--- src/rtl/fmap_rd_addr_gen.sv ---
// fmap_rd_addr_gen
// Read-side address generator for a stored convolution output feature map.
// Walks every KxK window of each channel-group plane (base g*PLANE_WORDS,
// row-major, four channels per word) and issues one word address per tap over
// a valid/ready handshake. Loop order, innermost first: kx, ky, g, ox, oy.
//
// Optional feature: define FMAP_RD_PAD_EN for same-padding with P=(K-1)/2.
// Out-of-plane taps then present rd_pad=1 with rd_addr=0 and still consume a
// handshake. With the macro undefined only valid windows are walked and
// rd_pad is tied low.
//
// Addresses are built from incremental base registers (plane base, window row
// base, tap row base), so no run-time multiplier is needed. All address math
// wraps modulo 2^ADDR_W.

module fmap_rd_addr_gen #(
    parameter int ROWS        = 14,
    parameter int COLS        = 14,
    parameter int K           = 5,
    parameter int CH_GROUPS   = 1,
    parameter int PLANE_WORDS = 196,
    parameter int ADDR_W      = 16
) (
    input  logic              clk,
    input  logic              rst,
    input  logic              start,
    input  logic              rd_ready,
    output logic              rd_valid,
    output logic [ADDR_W-1:0] rd_addr,
    output logic              rd_pad,
    output logic              win_last,
    output logic              busy,
    output logic              done
);

`ifdef FMAP_RD_PAD_EN
    // Window origin runs over the whole plane; taps are offset by -P.
    localparam int OFF  = (K - 1) / 2;
    localparam int OX_N = COLS;
    localparam int OY_N = ROWS;
`else
    // Only windows that fit entirely inside the plane.
    localparam int OFF  = 0;
    localparam int OX_N = COLS - K + 1;
    localparam int OY_N = ROWS - K + 1;
`endif

    // Counter width must hold oy+ky and ox+kx (up to ROWS+K / COLS+K).
    localparam int CNT_W = $clog2(ROWS + COLS + K + 1);
    localparam int G_W   = (CH_GROUPS > 1) ? $clog2(CH_GROUPS) : 1;

    localparam logic [CNT_W-1:0]  K_LAST   = CNT_W'(K - 1);
    localparam logic [CNT_W-1:0]  OX_LAST  = CNT_W'(OX_N - 1);
    localparam logic [CNT_W-1:0]  OY_LAST  = CNT_W'(OY_N - 1);
    localparam logic [G_W-1:0]    G_LAST   = G_W'(CH_GROUPS - 1);
    localparam logic [ADDR_W-1:0] COLS_A   = ADDR_W'(COLS);
    localparam logic [ADDR_W-1:0] PW_A     = ADDR_W'(PLANE_WORDS);
    // Row/column base registers track the unshifted (oy+ky, ox+kx) position;
    // this constant removes the -P shift of the tap origin in one subtract.
    localparam logic [ADDR_W-1:0] ORIGIN_A = ADDR_W'(OFF * COLS + OFF);

    typedef enum logic [1:0] {
        S_IDLE = 2'd0,
        S_RUN  = 2'd1,
        S_DONE = 2'd2
    } state_t;

    state_t state_q, state_d;

    logic [CNT_W-1:0]  kx_q, kx_d;
    logic [CNT_W-1:0]  ky_q, ky_d;
    logic [CNT_W-1:0]  ox_q, ox_d;
    logic [CNT_W-1:0]  oy_q, oy_d;
    logic [G_W-1:0]    g_q, g_d;
    logic [ADDR_W-1:0] plane_base_q, plane_base_d;   // g*PLANE_WORDS
    logic [ADDR_W-1:0] win_row_q, win_row_d;         // oy*COLS
    logic [ADDR_W-1:0] tap_row_q, tap_row_d;         // (oy+ky)*COLS

    logic              xfer;
    logic              kx_wrap, ky_wrap, g_wrap, ox_wrap, oy_wrap;
    logic              last_tap;
    logic              tap_pad;
    logic [ADDR_W-1:0] tap_addr;

    // Wrap decodes and handshake qualifier.
    always_comb begin
        kx_wrap  = (kx_q == K_LAST);
        ky_wrap  = (ky_q == K_LAST);
        g_wrap   = (g_q == G_LAST);
        ox_wrap  = (ox_q == OX_LAST);
        oy_wrap  = (oy_q == OY_LAST);
        last_tap = kx_wrap && ky_wrap && g_wrap && ox_wrap && oy_wrap;
        xfer     = (state_q == S_RUN) && rd_ready;
    end

    // Tap address and padding decode from the current counters.
    always_comb begin
        tap_addr = plane_base_q + tap_row_q + ADDR_W'(ox_q) + ADDR_W'(kx_q) - ORIGIN_A;
`ifdef FMAP_RD_PAD_EN
        tap_pad  = ((oy_q + ky_q) < CNT_W'(OFF))        ||
                   ((oy_q + ky_q) >= CNT_W'(ROWS + OFF)) ||
                   ((ox_q + kx_q) < CNT_W'(OFF))        ||
                   ((ox_q + kx_q) >= CNT_W'(COLS + OFF));
`else
        tap_pad  = 1'b0;
`endif
    end

    // FSM state register.
    // NOTE: sequential state uses non-blocking (<=) so every register samples
    // pre-edge values; combinational blocks use blocking (=).
    always_ff @(posedge clk or posedge rst) begin
        if (rst) state_q <= S_IDLE;
        else     state_q <= state_d;
    end

    // FSM next-state logic.
    // NOTE: every combinational output gets a default first so no path leaves
    // it unassigned, which would otherwise infer a latch.
    always_comb begin
        state_d = state_q;
        unique case (state_q)
            S_IDLE:  if (start) state_d = S_RUN;
            S_RUN:   if (xfer && last_tap) state_d = S_DONE;
            S_DONE:  state_d = S_IDLE;
            default: state_d = S_IDLE;
        endcase
    end

    // FSM outputs; address lanes are forced to zero outside RUN.
    always_comb begin
        busy     = (state_q == S_RUN);
        rd_valid = (state_q == S_RUN);
        done     = (state_q == S_DONE);
        rd_pad   = rd_valid && tap_pad;
        rd_addr  = (rd_valid && !tap_pad) ? tap_addr : '0;
        win_last = rd_valid && kx_wrap && ky_wrap && g_wrap;
    end

    // Nested loop counters and base registers; advance only on a transfer.
    // The final transfer wraps everything back to zero, ready for the next pass.
    always_comb begin
        kx_d         = kx_q;
        ky_d         = ky_q;
        g_d          = g_q;
        ox_d         = ox_q;
        oy_d         = oy_q;
        plane_base_d = plane_base_q;
        win_row_d    = win_row_q;
        tap_row_d    = tap_row_q;
        if (xfer) begin
            if (!kx_wrap) begin
                kx_d = kx_q + 1'b1;
            end else begin
                kx_d = '0;
                if (!ky_wrap) begin
                    ky_d      = ky_q + 1'b1;
                    tap_row_d = tap_row_q + COLS_A;
                end else begin
                    ky_d      = '0;
                    tap_row_d = win_row_q;
                    if (!g_wrap) begin
                        g_d          = g_q + 1'b1;
                        plane_base_d = plane_base_q + PW_A;
                    end else begin
                        g_d          = '0;
                        plane_base_d = '0;
                        if (!ox_wrap) begin
                            ox_d = ox_q + 1'b1;
                        end else begin
                            ox_d = '0;
                            if (!oy_wrap) begin
                                oy_d      = oy_q + 1'b1;
                                win_row_d = win_row_q + COLS_A;
                                tap_row_d = win_row_q + COLS_A;
                            end else begin
                                oy_d      = '0;
                                win_row_d = '0;
                                tap_row_d = '0;
                            end
                        end
                    end
                end
            end
        end
    end

    // Counter and base register update.
    always_ff @(posedge clk or posedge rst) begin
        if (rst) begin
            kx_q         <= '0;
            ky_q         <= '0;
            g_q          <= '0;
            ox_q         <= '0;
            oy_q         <= '0;
            plane_base_q <= '0;
            win_row_q    <= '0;
            tap_row_q    <= '0;
        end else begin
            kx_q         <= kx_d;
            ky_q         <= ky_d;
            g_q          <= g_d;
            ox_q         <= ox_d;
            oy_q         <= oy_d;
            plane_base_q <= plane_base_d;
            win_row_q    <= win_row_d;
            tap_row_q    <= tap_row_d;
        end
    end

endmodule

--- config.mk ---
export PLATFORM = sky130hd
export DESIGN_NAME = fmap_rd_addr_gen
export DESIGN_NICKNAME = d
export VERILOG_FILES = /design/src/rtl/fmap_rd_addr_gen.sv
export SDC_FILE = /design/constraint.sdc
export NUM_CORES = 1
export LEC_CHECK = 0
export ABC_CLOCK_PERIOD_IN_PS = 11000
export CAP_MARGIN = 20
export CORE_MARGIN = 3
export CORE_UTILIZATION = 40
export CTS_BUF_LIST = sky130_fd_sc_hd__clkbuf_4
export CTS_CLUSTER_DIAMETER = 30
export DETAILED_ROUTE_END_ITERATION = 16
export PLACE_DENSITY = 0.67
export SYNTH_ARGS = -nofsm -noshare
export SYNTH_HDL_FRONTEND = slang
export SYNTH_SLANG_ARGS = --single-unit
--- constraint.sdc ---
create_clock -name clk -period 11 [get_ports clk]
set_clock_uncertainty 0.2 [all_clocks]
set_input_delay 2.75 -clock clk [delete_from_list [all_inputs] [get_ports clk]]
set_output_delay 2.75 -clock clk [all_outputs]
set_load 0.02 [all_outputs]
==> results.md, run 1 <==
* Nets at 508
* Worst-Margin Slew at 0.7439 ns
* Fin crit period at 6.990 ns
* Total number of vias at 3258
* # diodes at 0
* Initial DRC count at 128
* Crit Path Category: register to output port
* Delay-heaviest family, CP: adder cells
* R2R setup slack at 8.31 ns
* Row count at 35
* Remaining Overflow, GRT at 0
* Vias in the first global route at 3193
* Clock root buffer: clkbuf_4
* Synth Cell Area at 0.004024 mm^2
* Skew-Pair Late Insertion Delay at 0.40 ns
* TritonCTS buffer count at 9
* Hold slack at 0.2662 ns
* Die area at 0.01130 mm^2
* Area share of the largest cell type after synthesis at 0.3607
* H-tree depth at 3
* CTS max path bufs at 2
* Post-Route WL at 9.002 mm
* Final setup fails at 0
* Crit-path max FO at 5
* Largest net degree at the start of global routing at 59
* Clock group share of total power at 0.171
* Reg power frac at 0.333
* Vias per cell at 5.367
* RSZ-0062 raised after global routing: no
* Cell taking the most area after synthesis: dfrtp_1
* Reg-to-reg endpoint: ox_q[1]
* Avg Cell Area, Syn at 8.883 um^2
* Tcrit/Tclk final at 0.6355
* Met3 Usage GRT at 0.02975
* Final hold viol count at 0
* Power density over the cells at 198.8 mW/mm^2
* Syn-to-layout area delta at 11.26%
* Switching share of power at 0.4234
* Core Area at 0.009503 mm^2
* Leakage Power at 0.001992 uW
* Die height at 106.3 um
* Max-slew violations at 0
* Worst r2r src: kx_q[5]
* Initial Util at 0.4234
* Die width at 106.3 um
* 1st-pass router iterations at 5
* Stages on worst setup path at 12
* Slew headroom at 0.5041
* Timing endpoint of the critical path: rd_addr[11]
* RePlAce Congestion at 0.8194
* Syn_nets at 488
* Area contributors post-synth: dfrtp_1, ha_1, xnor2_1, nand2_1, inv_1
* Main synth FF type: dfrtp_1
* Type of the tightest min-delay check: register to register
* TNS Setup at 0 ns
* CTS tree: done
* Switching power at 376.9 uW
* Clk sinks at 58
* Crit path buffers/inverters at 3
* Initial antenna violation count at 0
* Count of input and output buffers at 23
* GRT Max-Usage Layer: met2
* Comb pwr share at 0.496
* I/O pin cnt at 25
* Netlist cell types at 60
* DP Area at 0.004344 mm^2
* CTS Hold Bufs at 0
* CTS resizes at 0
* Share of cells above drive strength 1 at 0.06695
* Synthesis Warnings at 0
* # DRC at 0
* Critical path's slowest cell: clkdlybuf4s50_1
* DR WL/cell at 14.83 um
* Worst path max stage delay at 0.62 ns
* Sequential area share after synthesis at 0.3607
* Design Area, Final at 0.004477 mm^2
* Maxcap violations at 0
* Crit. Startpoint: kx_q[1]
* Asr flop ratio synth at 1.000
* FF+latch count, synth at 58
* Worst-path clk slew at 0.11 ns
* Number of synthesized flops with an enable pin at 0
* Gr usage total at 0.1702
* Worst Setup End Kind: output port
* Met1 Use GR at 0.2283
* Critical Path RT at 8.05 ns
* WP data arrival at 4.04 ns
* Internal power at 513.2 uW
* Number of setup buffers added after CTS at 0
* VDD IR max at 0.1325 mV
* Mapped Cells at 453
* Crit path launch type: register
* Met2 usage at 0.2765
* Crit path cell chain: ha_1, inv_1, fa_1, inv_1, ha_1, fa_1, a211oi_1, nor3_1, nor2_1, xor2_1, nor2_1, clkdlybuf4s50_1
* Status: completed
* Max Fclk at 0.1431 GHz
* R2R cell count at 5
* First-pass GRT wire length at 15.53 mm
* Routed Antenna Nets at 0
* Dpl hpwl at 6.613 mm
cell families after synthesis:
logic type | Yosys count | share of synthesized area
buffers and inverters | 57 | 0.06063
adders and majority gates | 31 | 0.1076
xor gates and xnor gates | 38 | 0.08271
and+or+nand+nor | 168 | 0.2270
muxes | 2 | 0.005597
AOI/OAI and AO/OA | 98 | 0.1549
DFF | 58 | 0.3607
other | 1 | 0.0009319
routing by layer:
layer  wire length [um]  up-vias  part of all wire
li1                   -     1630                 -
met1               4220     1566              0.47
met3                335       10             0.037
met5                  0        -                 0
met4                121        0             0.013
met2               4324       52              0.48
cell usage in the layout (no fill, tap or decap), types with 3 or more instances in the layout:
cell type,netlist,routed
nor2b_1,4,4
clkbuf_4,0,10
dfrtp_1,58,58
nand4_1,12,12
clkdlybuf4s50_1,0,23
nor4_1,5,5
nor2_1,31,31
or3_1,7,7
xor2_1,15,15
a21oi_1,19,19
fa_1,6,6
xnor2_1,23,23
nand2_1,44,44
o22ai_1,7,7
and2_1,9,9
nor3_1,10,10
a21o_1,5,5
a31oi_1,6,6
and3_1,8,8
ha_1,25,25
and4_1,5,5
o21ai_0,30,30
inv_1,40,39
a211oi_1,4,4
o31ai_1,3,3
nand3_1,11,11
nand2b_1,7,7
buf_4,3,3
o211ai_1,5,5
power groups by stage:
stage / sequential, uW / combinational [uW] / clock (uW)
6_report: 296 / 442 / 152
5_1_grt: 303 / 501 / 167
4_1_cts: 295 / 446 / 157
3_5_place_dp: 299 / 443 / 0
3_3_place_gp: 295 / 433 / 0
2_1_floorplan: 283 / 307 / 0
flip-flops by register name, indices dropped and copies added, names as in the netlist:
| name | flops |
|---|---|
| state_q | 2 |
| ox_q | 6 |
| oy_q | 6 |
| kx_q | 6 |
| tap_row_q | 16 |
| win_row_q | 16 |
| ky_q | 6 |
metrics by stage:
stage | setup slack [ns] | utilization | total power [uW] | instances
finish | 4.010 | 0.4711 | 890.1 | 607
CTS | 3.966 | 0.4711 | 897.0 | 607
global route | 3.726 | 0.4711 | 971.1 | 607
floorplan | 5.172 | - | 589.6 | 453
detailed placement | 4.438 | 0.4571 | 741.3 | 591
global placement | 4.515 | 0.4571 | 727.4 | 591
layout make-up:
class	count	area, um^2
Clock buffer	10	75.07
Clock inverter	6	57.56
Fill cell	916	5026
Tap cell	129	161.4
Sequential cell	58	1451
Multi-Input combinational cell	338	2328
Inverter	40	150.1
Timing Repair Buffer	26	252.7
cells in the mapped netlist, drive strengths merged, types with 5 or more instances:
| cell type | number |
|---|---|
| a21o | 5 |
| a21oi | 20 |
| a31oi | 6 |
| and2 | 10 |
| and3 | 8 |
| and4 | 5 |
| buf | 8 |
| clkbuf | 9 |
| dfrtp | 58 |
| fa | 6 |
| ha | 25 |
| inv | 40 |
| nand2 | 44 |
| nand2b | 8 |
| nand3 | 12 |
| nand4 | 12 |
| nor2 | 32 |
| nor3 | 13 |
| nor4 | 5 |
| o211ai | 5 |
| o21ai | 30 |
| o22ai | 7 |
| or3 | 7 |
| xnor2 | 23 |
| xor2 | 15 |
worst min path at each step:
| stage | startpoint | endpoint | slack [ns] | cells after the start |
|---|---|---|---|---|
| floorplan | state_q[1] | state_q[0] | 0.23 | 1 |
| global placement | state_q[1] | state_q[0] | 0.25 | 1 |
| detailed placement | state_q[1] | state_q[0] | 0.26 | 1 |
| CTS | state_q[1] | state_q[0] | 0.27 | 1 |
| global route | state_q[1] | state_q[0] | 0.31 | 1 |
| finish | state_q[1] | state_q[0] | 0.27 | 1 |
No activity file was read; power rests on OpenSTA's default activity.
==> inputs of run 2 (changes only) <==
ABC_CLOCK_PERIOD_IN_PS = 6000   (was 11000)
PLACE_DENSITY = 0.7   (was 0.67)
clock period = 6 ns   (was 11 ns; I/O delays follow)
==> run 2 against run 1 <==
Net effect:
- final cell count stayed put
- cell area rose by 0.53%
- first-iteration DRC count rose by 51%
- register-to-register slack got worse by 5.0 ns
- die area stayed put
- clock power grew 110%
- sequential share of layout area fell by 0.17 points
- global-route usage down 0.054 points
- routed wire length shrank 1.9%
- worst hold slack improved by 0.0069 ns
- largest power group unchanged
- highest routed layer unchanged
==> results.md, run 2 (synthesized netlist as in run 1, its figures left out) <==
* Crit path cell chain: ha_1, inv_1, fa_1, inv_1, ha_1, fa_1, a211oi_1, nor3_1, nor2_1, o211ai_1, nand2_1, clkdlybuf4s50_1
* Reg power frac at 0.324
* 1st-pass router iterations at 4
* Die area at 0.01130 mm^2
* Die width at 106.3 um
* Switching share of power at 0.4095
* Maxcap violations at 0
* H-tree depth at 3
* Gr usage total at 0.1696
* CTS tree: done
* Worst Setup End Kind: output port
* VDD IR max at 0.2358 mV
* RePlAce Congestion at 0.8297
* Max-slew violations at 0
* Worst-path clk slew at 0.11 ns
* Final Core Density at 0.4736
* Initial antenna violation count at 0
* TritonCTS buffer count at 9
* Crit-path max FO at 5
* I/O pin cnt at 25
* Clk sinks at 58
* Final hold viol count at 0
* # DRC at 0
* Nets at 508
* Max Fclk at 0.1748 GHz
* Worst-Margin Slew at 0.7309 ns
* Syn-to-layout area delta at 11.85%
* Comb pwr share at 0.483
* RSZ-0062 raised after global routing: no
* Slew headroom at 0.5127
* Total number of vias at 3301
* Count of input and output buffers at 23
* Skew-Pair Late Insertion Delay at 0.42 ns
* Vias per cell at 5.438
* Critical Path RT at 4.30 ns
* Internal power at 981.8 uW
* Worst path max stage delay at 0.60 ns
* CTS resizes at 0
* Leakage Power at 0.002008 uW
* Final setup fails at 0
* Row count at 35
* Dpl hpwl at 6.488 mm
* Switching power at 680.9 uW
* Remaining Overflow, GRT at 0
* Core Area at 0.009503 mm^2
* Initial DRC count at 193
* Type of the tightest min-delay check: register to register
* CTS Hold Bufs at 0
* CTS max path bufs at 2
* Share of cells above drive strength 1 at 0.06904
* TNS Setup at 0 ns
* Clock group share of total power at 0.193
* Biggest regs: tap_row_q: 16 flops, win_row_q: 16 flops
* Commonest non-fill, non-tap cell in the layout: dfrtp_1
* Commonest cells after routing, fill and taps aside: dfrtp_1, nand2_1, inv_1
* Initial Util at 0.4234
* Number of setup buffers added after CTS at 0
* R2R setup slack at 3.34 ns
* Die height at 106.3 um
* Fin crit period at 5.721 ns
* Crit path launch type: register
* First-pass GRT wire length at 15.55 mm
* Crit Path Category: register to output port
* Post-Route WL at 8.828 mm
* Tcrit/Tclk final at 0.9535
* WP data arrival at 4.02 ns
* Largest net degree at the start of global routing at 59
* Power density over the cells at 369.4 mW/mm^2
* Status: completed
* Clock root buffer: clkbuf_4
* Routed Antenna Nets at 0
* Critical path's slowest cell: clkdlybuf4s50_1
* DR WL/cell at 14.54 um
* # diodes at 0
* Vias in the first global route at 3254
==> run 2: cell type report <==
class                           instances  area, um^2
Clock buffer                           10       75.07
Timing Repair Buffer                   26       252.7
Clock inverter                          6       81.33
Multi-Input combinational cell        338        2328
Tap cell                              129       161.4
Inverter                               40       150.1
Sequential cell                        58        1451
Fill cell                             889        5002
==> run 2: per-layer routing <==
metal  vias to the layer above  global-route usage  wire, um
li1                       1634                   -         -
met1                      1560              0.2216      4077
met2                        93              0.2724      4153
met3                        14             0.04554       482
met4                         0             0.05643       115
met5                         -                   0         0
==> run 2: final timing paths <==
kind / to / start / depth (start not counted)
max in group asynchronous: tap_row_q[10] / rst / 3
worst max register to register: ox_q[1] / state_q[1] / 5
worst min-delay path: state_q[0] / state_q[1] / 1
min in group asynchronous: state_q[1] / rst / 3
worst max-delay path: rd_addr[15] / kx_q[1] / 12
worst min register to register: state_q[0] / state_q[1] / 1
==> run 2: critical path, delay by kind of cell (launching register included) <==
| kind | cells | cell delay (ns) |
|---|---|---|
| simple gates | 3 | 0.48 |
| buf+inv | 3 | 0.69 |
| flops | 1 | 0.44 |
| compound gates | 2 | 0.55 |
| fa+ha+maj | 4 | 1.44 |
==> run 2: metrics by stage <==
stage          cell area (um^2)  power, uW  hold slack (ns)  setup WS [ns]  cells
2_1_floorplan              4024       1081           0.2306          1.422    453
3_3_place_gp               4344       1332           0.2458         0.7707    591
3_5_place_dp               4344       1350           0.2599         0.7145    591
4_1_cts                    4501       1676           0.2758         0.2159    607
5_1_grt                    4501       1811           0.3024        0.03562    607
6_report                   4501       1663           0.2731         0.2792    607
==> run 2: power by group through the flow <==
stage | combinational [uW] | clock [uW] | sequential (uW)
final | 803 | 321 | 539
after global routing | 911 | 347 | 553
after CTS | 810 | 329 | 537
after detailed placement | 805 | 0 | 545
after global placement | 792 | 0 | 540
after floorplan | 562 | 0 | 518
==> inputs of run 3 (changes only) <==
DONT_BUFFER_PORTS = 1   (was not set)
PLACE_DENSITY = 0.66   (was 0.7)
==> run 3 against run 2 <==
Net effect:
- worst hold slack gained 0.0011 ns
- die area is the same
- routed wire length grew 1.6%
- sequential share of layout area grew 2.2 points
==> results.md, run 3 (synthesized netlist as in run 1, its figures left out) <==
* Post-Route WL at 8.968 mm
* TritonCTS buffer count at 9
* Hold path depth at 1
* Nets at 485
* Crit-path max FO at 5
* Commonest cells after routing, fill and taps aside: dfrtp_1, nand2_1, inv_1
* Gr usage total at 0.1674
* Largest net degree at the start of global routing at 59
* Stages on worst setup path at 11
* Syn-to-layout area delta at 4.820%
* Delay-heaviest family, CP: adder cells
* CTS tree: done
* Count of input and output buffers at 0
* VDD IR max at 0.2357 mV
* # diodes at 0
* Total number of vias at 3223
* Number of setup buffers added after CTS at 0
* WP data arrival at 3.60 ns
* Crit path buffers/inverters at 2
* R2R setup slack at 3.33 ns
* Routed Antenna Nets at 0
* Clk sinks at 58
* Worst-Margin Slew at 0.7532 ns
* Tcrit/Tclk final at 0.8839
* Type of the tightest min-delay check: register to register
* CTS resizes at 0
* Worst Setup End Kind: output port
* Initial antenna violation count at 0
* Remaining Overflow, GRT at 0
* Crit path cell chain: ha_1, inv_1, fa_1, inv_1, ha_1, fa_1, a211oi_1, nor3_1, nor2_1, xor2_1, nor2_1
* Worst path max stage delay at 0.50 ns
* Die area at 0.01130 mm^2
* Max Fclk at 0.1886 GHz
* RePlAce Congestion at 0.8372
* Clock root buffer: clkbuf_4
* Critical Path RT at 4.30 ns
* Slew headroom at 0.4979
* Worst-path clk slew at 0.10 ns
* CTS max path bufs at 2
* H-tree depth at 3
* Dpl hpwl at 6.563 mm
* Share of cells above drive strength 1 at 0.06813
* Die width at 106.3 um
* Crit Path Category: register to output port
* Max-slew violations at 0
* # DRC at 0
* Row count at 35
* First-pass GRT wire length at 15.27 mm
* Initial Util at 0.4234
* Initial DRC count at 168
* Skew-Pair Late Insertion Delay at 0.41 ns
* Final setup fails at 0
* Status: completed
* Core Area at 0.009503 mm^2
* R2R cell count at 5
* Final Core Density at 0.4438
* Critical path's slowest cell: fa_1
* Maxcap violations at 0
* Commonest non-fill, non-tap cell in the layout: dfrtp_1
* TNS Setup at 0 ns
* Final hold viol count at 0
* Power density over the cells at 341.3 mW/mm^2
* DR WL/cell at 15.36 um
* Vias per cell at 5.519
* CTS Hold Bufs at 0
* I/O pin cnt at 25
* Fill cell count at 942
* Leakage Power at 0.001902 uW
* 1st-pass router iterations at 5
* Vias in the first global route at 3146
* Crit path launch type: register
* RSZ-0062 raised after global routing: no
* Fin crit period at 5.304 ns
* Die height at 106.3 um
* Biggest regs: tap_row_q: 16 flops, win_row_q: 16 flops
run 3: report_power, final:
part | internal (uW) | switching, uW
clock | 89.2 | 147
combinational | 228 | 432
sequential | 455 | 87.6
total | 773 | 667
run 3: final cells by class:
cell class	instances	area [um^2]	area share
Clock buffer	11	82.58	0.01958
Timing Repair Buffer	3	22.52	0.005340
Sequential cell	58	1451	0.3441
Clock inverter	5	21.27	0.005043
Multi-Input combinational cell	338	2328	0.5521
Tap cell	129	161.4	0.03827
Inverter	40	150.1	0.03560
run 3: final timing paths:
kind | from | to
max in group asynchronous | rst | ox_q[2]
min in group asynchronous | rst | oy_q[1]
hold reg to reg | state_q[1] | state_q[0]
hold / removal | state_q[1] | state_q[0]
setup reg to reg | kx_q[5] | ox_q[1]
setup / recovery | ox_q[1] | rd_addr[11]
run 3: per-stage QoR:
step	cells	hold slack, ns	cell area (um^2)	setup slack, ns	power (uW)
3_5_place_dp	568	0.2670	4114	1.123	1212
2_1_floorplan	453	0.2306	4024	1.422	1081
4_1_cts	584	0.2822	4218	0.6627	1452
6_report	584	0.2742	4218	0.6965	1440
3_3_place_gp	568	0.2484	4114	1.157	1191
5_1_grt	584	0.3001	4218	0.4425	1573
run 3: layer usage:
layer  vias to the layer above  part of all wire  global-route usage
li1                       1590                 -                   -
met1                      1539              0.47              0.2209
met2                        80              0.47              0.2724
met3                        14             0.045             0.03522
met4                         0             0.014             0.05735
met5                         -                 0                   0
run 3: worst register-to-register path, cell delays in order (launching register included):
cell and delay (ns):
dfrtp_1 0.46, nor4b_2 0.41, and3_1 0.55, nand2_1 0.43, or3_1 0.45, o21ai_0 0.08
